<file path="config.mk">
export PLATFORM = sky130hd
export DESIGN_NAME = draw_layer_arbiter
export DESIGN_NICKNAME = d
export VERILOG_FILES = /design/src/rtl/draw_layer_arbiter.sv
export SDC_FILE = /design/constraint.sdc
export NUM_CORES = 1
export LEC_CHECK = 0
export BUFFER_PORTS_ARGS = -buffer_cell sky130_fd_sc_hd__buf_2
export CAP_MARGIN = 0
export CORE_MARGIN = 2
export CORE_UTILIZATION = 35
export DETAILED_ROUTE_END_ITERATION = 7
export PLACE_DENSITY_LB_ADDON = 0.12
export SLEW_MARGIN = 0
export SYNTH_ARGS = -nofsm -noshare
export SYNTH_HDL_FRONTEND = slang
export SYNTH_SLANG_ARGS = --single-unit
</file>
<file path="constraint.sdc">
create_clock -name clk -period 1.7 [get_ports clk]
set_clock_uncertainty 0.2 [all_clocks]
set_input_delay 0.34 -clock clk [delete_from_list [all_inputs] [get_ports clk]]
set_output_delay 0.34 -clock clk [all_outputs]
set_load 0.01 [all_outputs]
</file>
<file path="src/rtl/draw_layer_arbiter.sv">
// rtl/draw_layer_arbiter.sv - per-pixel layer priority arbiter with per-frame overlap flag handoff
//
// Ports:
//   clk, resetN          pixel clock, asynchronous active-low reset
//   startOfFrame         one-cycle pulse at the first pixel of each frame
//   drawReq, layerRGB    per-layer request and packed colour (layer i at [8*i+7:8*i])
//   BG_RGB               background colour for the current pixel
//   boardersDrawReq      background reports a border/bar pixel
//   RGBOut, winnerId     registered arbitration result (one cycle after the pixel inputs)
//   layerHitLayer        last frame: layer i overlapped any other layer
//   layerHitBorder       last frame: layer i overlapped a border pixel
//   collisionPulse       one-cycle pulse after a handoff with nonzero flags
//   frameCount           completed-frame counter, wraps
module draw_layer_arbiter #(
    parameter int          NUM_LAYERS  = 4,
    parameter logic [7:0]  TRANSPARENT = 8'hFF,
    parameter int          FRAME_CNT_W = 16,
    localparam int         ID_W        = $clog2(NUM_LAYERS + 1)
) (
    input  logic                    clk,
    input  logic                    resetN,
    input  logic                    startOfFrame,
    input  logic [NUM_LAYERS-1:0]   drawReq,
    input  logic [NUM_LAYERS*8-1:0] layerRGB,
    input  logic [7:0]              BG_RGB,
    input  logic                    boardersDrawReq,
    output logic [7:0]              RGBOut,
    output logic [ID_W-1:0]         winnerId,
    output logic [NUM_LAYERS-1:0]   layerHitLayer,
    output logic [NUM_LAYERS-1:0]   layerHitBorder,
    output logic                    collisionPulse,
    output logic [FRAME_CNT_W-1:0]  frameCount
);

    typedef enum logic {
        ACCUM   = 1'b0,
        HANDOFF = 1'b1
    } state_t;

    state_t                  state_q;
    logic [7:0]              rgb_q, rgb_d;
    logic [ID_W-1:0]         win_q, win_d;
    logic [NUM_LAYERS-1:0]   acc_layer_q, acc_border_q;
    logic [NUM_LAYERS-1:0]   hit_layer_q, hit_border_q;
    logic                    pulse_q;
    logic [FRAME_CNT_W-1:0]  fcnt_q;

    logic [NUM_LAYERS-1:0]   eff;
    logic [NUM_LAYERS-1:0]   cur_layer_hit;
    logic [NUM_LAYERS-1:0]   cur_border_hit;
    logic [NUM_LAYERS-1:0]   others;

    // A request carrying the transparent colour is treated as no pixel at all,
    // both for arbitration and for overlap detection.
    always_comb begin
        eff = '0;
        for (int i = 0; i < NUM_LAYERS; i++) begin
            eff[i] = drawReq[i] && (layerRGB[8*i +: 8] != TRANSPARENT);
        end
    end

    always_comb begin
        cur_layer_hit  = '0;
        cur_border_hit = '0;
        others         = '0;
        for (int i = 0; i < NUM_LAYERS; i++) begin
            others            = eff;
            others[i]         = 1'b0;
            cur_layer_hit[i]  = eff[i] && (|others);
            cur_border_hit[i] = eff[i] && boardersDrawReq;
        end
    end

    // Scan from lowest priority upward so the lowest effective index wins.
    always_comb begin
        rgb_d = BG_RGB;
        win_d = ID_W'(NUM_LAYERS);
        for (int i = NUM_LAYERS - 1; i >= 0; i--) begin
            if (eff[i]) begin
                rgb_d = layerRGB[8*i +: 8];
                win_d = ID_W'(i);
            end
        end
    end

    always_ff @(posedge clk or negedge resetN) begin
        if (!resetN) begin
            state_q      <= ACCUM;
            rgb_q        <= 8'h00;
            win_q        <= ID_W'(NUM_LAYERS);
            acc_layer_q  <= '0;
            acc_border_q <= '0;
            hit_layer_q  <= '0;
            hit_border_q <= '0;
            pulse_q      <= 1'b0;
            fcnt_q       <= '0;
        end else begin
            rgb_q <= rgb_d;
            win_q <= win_d;

            if (startOfFrame) begin
                // Hand off the finished frame only; this pixel's own hits
                // seed the accumulators of the frame that starts now.
                hit_layer_q  <= acc_layer_q;
                hit_border_q <= acc_border_q;
                acc_layer_q  <= cur_layer_hit;
                acc_border_q <= cur_border_hit;
                fcnt_q       <= fcnt_q + 1'b1;
                pulse_q      <= |{acc_layer_q, acc_border_q};
                state_q      <= HANDOFF;
            end else begin
                acc_layer_q  <= acc_layer_q | cur_layer_hit;
                acc_border_q <= acc_border_q | cur_border_hit;
                pulse_q      <= 1'b0;
                case (state_q)
                    HANDOFF: state_q <= ACCUM;
                    default: state_q <= ACCUM;
                endcase
            end
        end
    end

    assign RGBOut         = rgb_q;
    assign winnerId       = win_q;
    assign layerHitLayer  = hit_layer_q;
    assign layerHitBorder = hit_border_q;
    assign collisionPulse = pulse_q;
    assign frameCount     = fcnt_q;

endmodule

</file>
-- Word-level counts from Yosys, hierarchy flattened
Index checks and enable logic that the tools add are counted.
- add/subtract/negate cells: 1
- eq/ne operators: 4
- muxes and demuxes: 11
- bitwise logic cells: 2
- reductions and logical operators: 17
- operators with widths (operator ; count):
    8-bit two-way mux ; 4
    8-bit != test (second input constant) ; 4
    16-bit by 1-bit adder with 16-bit output (second input constant) ; 1
    1-bit logical AND ; 12
    3-bit two-way mux ; 4
    3-bit OR reduction ; 4
    4-bit two-way mux ; 2
    4-bit OR ; 2
    8-bit OR reduction ; 1
    1-bit two-way mux ; 1
- register bits: 44
- input bits: 48
- output and inout bits: 36
- word-level logic and storage cells: 43

-- Depth between registers and ports, before layout
- word-level depth: 6
- depth in mapped cells: 6
- mapped depth without buffers: 5

-- Least setup slack after synthesis
Ideal clock, no wire load.
- path type: register to register
- from: register fcnt_q[0] (netlist: frameCount[0])
- to: register fcnt_q[12] (netlist: frameCount[12])
- setup time: 0.126 ns
- arrival: 1.281 ns
- required time: 1.374 ns
- setup slack: 0.093 ns
- stages on the path, launching flop included: 6
- path buffers: 0
- clock period less this slack: 1.607 ns
- cell sequence: dfrtp_1 > ha_1 > nand4_1 > nor3_1 > nand2_1 > xnor2_1
- cells in the longest elaborated chain, start to end: 1
- RTL lines (what ; RTL line ; source):
    start: declaration ; 46 ; logic [FRAME_CNT_W-1:0] fcnt_q;
    start signal: assignment ; 108 ; fcnt_q <= fcnt_q + 1'b1;
    16-bit by 1-bit adder with 16-bit output ; 108 ;
No other way between the ends.
A chain may end at the register's enable or synchronous reset.

-- Final worst setup path
- from: register fcnt_q[6] (netlist: frameCount[6])
- to: register fcnt_q[9] (netlist: frameCount[9])
The elaborated chain is that of the path after synthesis.

==> reports/summary.txt <==
Fmax achieved = 646.9 MHz
crit path DAT = 1.52 ns
layout cell share with drive strength beyond 1 = 42.11%
n_diodes = 0
Layout area overhead = 34.36%
Place WS = -0.03865 ns
largest net degree at the start of global routing = 45
main combinational cell family by area after synthesis = simple AND/OR/NAND/NOR gates
Main synth FF type = dfrtp_1
CP Class = flip-flop to flip-flop
Worst R2R Start = frameCount[6]$_DFFE_PN0P_
Clock Tree Buf Depth = 2
Worst Setup SP = frameCount[6]$_DFFE_PN0P_
sequential element share of the synthesized area = 49.22%
total die area = 7055 µm²
largest cells by area after synthesis = dfrtp_1, nand4_1, xnor2_1, mux2_2, nor2b_1
Tot GR Track Use = 16.92%
Crit Path Max Fanout = 4
DR iter-0 viols = 97
clock sinks = 44
PostCTS Resize Cnt = 0
routability cong. = 0.9145
I/O pins = 84
compound-gate portion of the synthesized area = 14.13%
Synth Area in Adders = 0.5587%
CP required = 1.68 ns
most frequent cell after synthesis = dfrtp_1
Die Height = 84.00 µm
core footprint = 6277 µm²
initial antenna violation count = 0
area of the multi-input gates = 1027 µm²
YS warnings = 0
Seq cells post-synth = 44
Antenna Nets Post-Route = 0
Final Hold Viols = 0
hold buffer count at CTS = 1
DRC = 0
synth unique cells = 44
per-cell routed wire length = 14.51 µm
DR vias = 1983
# fillers = 620
EDFF count, synth = 0
Initial Util = 35.68%
max-cap viol count = 0
final core utilization = 47.94%
Remaining Overflow, GRT = 0
CTS tree = built
RSZ-0062 raised after global routing = false
Rel. slew slack = 80.82%
Worst Setup End Kind = flip-flop
worst skew pair latency = 0.29 ns
die width = 84.00 µm
status = completed
Max IR drop VDD = 0.5520 mV
share of the synthesized area in the top cell type = 48.04%
Synthesized Nets = 262
Routed Wire Length = 5805 µm
Lkg Pwr = 1.462 nW
H-tree depth = 2
Max Transition Viols Final = 0
mean post-synth cell area = 10.51 µm²
register clock-pin slew on the reported worst setup and hold paths = 0.08 ns
Pre-Repair DR Iteration Count = 4
Final min period = 1.546 ns
Post-Synthesis Cells = 213
Root Driver = clkbuf_8
number of global-route vias before repair = 1973
register area = 1102 µm²
Setup Buffers After CTS = 0
Worst-Margin Slew = 0.2851 ns
fin worst setup slack = 0.1541 ns
asr flop ratio synth = 100.0%
Port Buffers = 83
startpoint types = flip-flop
Num CTS Buffers = 5
HP Class = input port to flip-flop
pwr dens = 909.9 nW/µm²
post-synth top area cell = dfrtp_1
Synth top cells by count = dfrtp_1, nand4_1, a21oi_1, nand2_1
Core Rows = 29
multiplexer share of the synthesized area = 7.654%
Vias per Instance = 4.958
final period utilization = 90.93%
synthesized area = 2240 µm²
Final #Nets = 371
# setup viols final = 0
Post-Synth XOR/XNOR Area = 5.866%
simple-gate portion of the synthesized area = 17.65%
Detailed Place HPWL = 4488 µm
min-delay src = boardersDrawReq
first-pass GRT wire length = 9501 µm
## logic make-up (layout without fill, tap and decap cells)
family	count (synthesis)	in the layout
buffers and inverters	22	132
AND/OR/NAND/NOR	71	71
adder cells (fa/ha/maj)	1	1
multiplexers	16	16
XOR/XNOR	15	15
AO/OA/AOI/OAI	44	44
flip-flops	44	44
## report_power, final
| part | total, W | internal [W] | switching [W] |
|---|---|---|---|
| clock | 0.000680 | 0.000331 | 0.000350 |
| combinational | 0.000765 | 0.000388 | 0.000377 |
| sequential | 0.00129 | 0.00119 | 0.0000996 |
| total | 0.00274 | 0.00191 | 0.000827 |
## registers in the layout, summed over array words and instances, names as in the netlist
register / cells
frameCount: 16
RGBOut: 8
acc_border_q: 4
acc_layer_q: 4
layerHitBorder: 4
layerHitLayer: 4
winnerId: 3
collisionPulse: 1
## routing by layer
| layer | up-vias | part of all wire [%] | global-route usage, % |
|---|---|---|---|
| met4 | 0 | 0.90 | 4.545 |
| met5 | - | 0 | 0 |
| met2 | 51 | 47 | 26.04 |
| li1 | 992 | - | - |
| met1 | 936 | 48 | 23.98 |
| met3 | 4 | 4.5 | 3.956 |
## stage by stage
step | hold WS (ns) | power [W] | area [µm²] | std cells | TNS, ns
2_1_floorplan | -0.1556 | 0.001678 | 2240 | 213 | 0
3_3_place_gp | 0.1421 | 0.002080 | 2905 | 391 | -0.03346
3_5_place_dp | 0.1410 | 0.002089 | 2905 | 391 | -0.07362
4_1_cts | 0.1338 | 0.002789 | 3009 | 400 | 0
5_1_grt | 0.1545 | 0.002916 | 3009 | 400 | 0
6_report | 0.1485 | 0.002738 | 3009 | 400 | 0
## worst paths after layout
path	to	slack (ns)	cells after the start
max	frameCount[9]$_DFFE_PN0P_	0.15	3
min	acc_border_q[3]$_DFF_PN0_	0.15	3
max reg2reg	frameCount[9]$_DFFE_PN0P_	0.15	3
min reg2reg	frameCount[15]$_DFFE_PN0P_	0.28	1
max in group asynchronous	winnerId[2]$_DFF_PN1_	0.67	3
min in group asynchronous	frameCount[6]$_DFFE_PN0P_	0.34	3
## critical path, cell delays in order (launching register included)
cell and delay, ns:
dfrtp_1 0.41, nand4_1 0.17, or4_1 0.51, xnor2_1 0.14
## placed cells by master, fill, tap and decap left out, types with 7 or more instances in the layout
cell type,count
mux2i_1,7
xnor2_1,12
buf_4,26
nor3_1,7
nand2_1,14
buf_2,83
nand4_1,18
a21oi_1,15
o22ai_1,8
dfrtp_1,43
nor2b_1,13
mux2_2,9
inv_1,13
## cell type report
cell class                 instances  share of cell area, %
sequential                        44                  36.63
multi-input combinational        147                  34.14
timing repair buffer             111                  21.29
tap                               77                  3.202
clock buffer                       7                  2.869
inverter                          13                  1.622
clock inverter                     1                 0.2495
No activity file was read; power rests on OpenSTA's default activity.
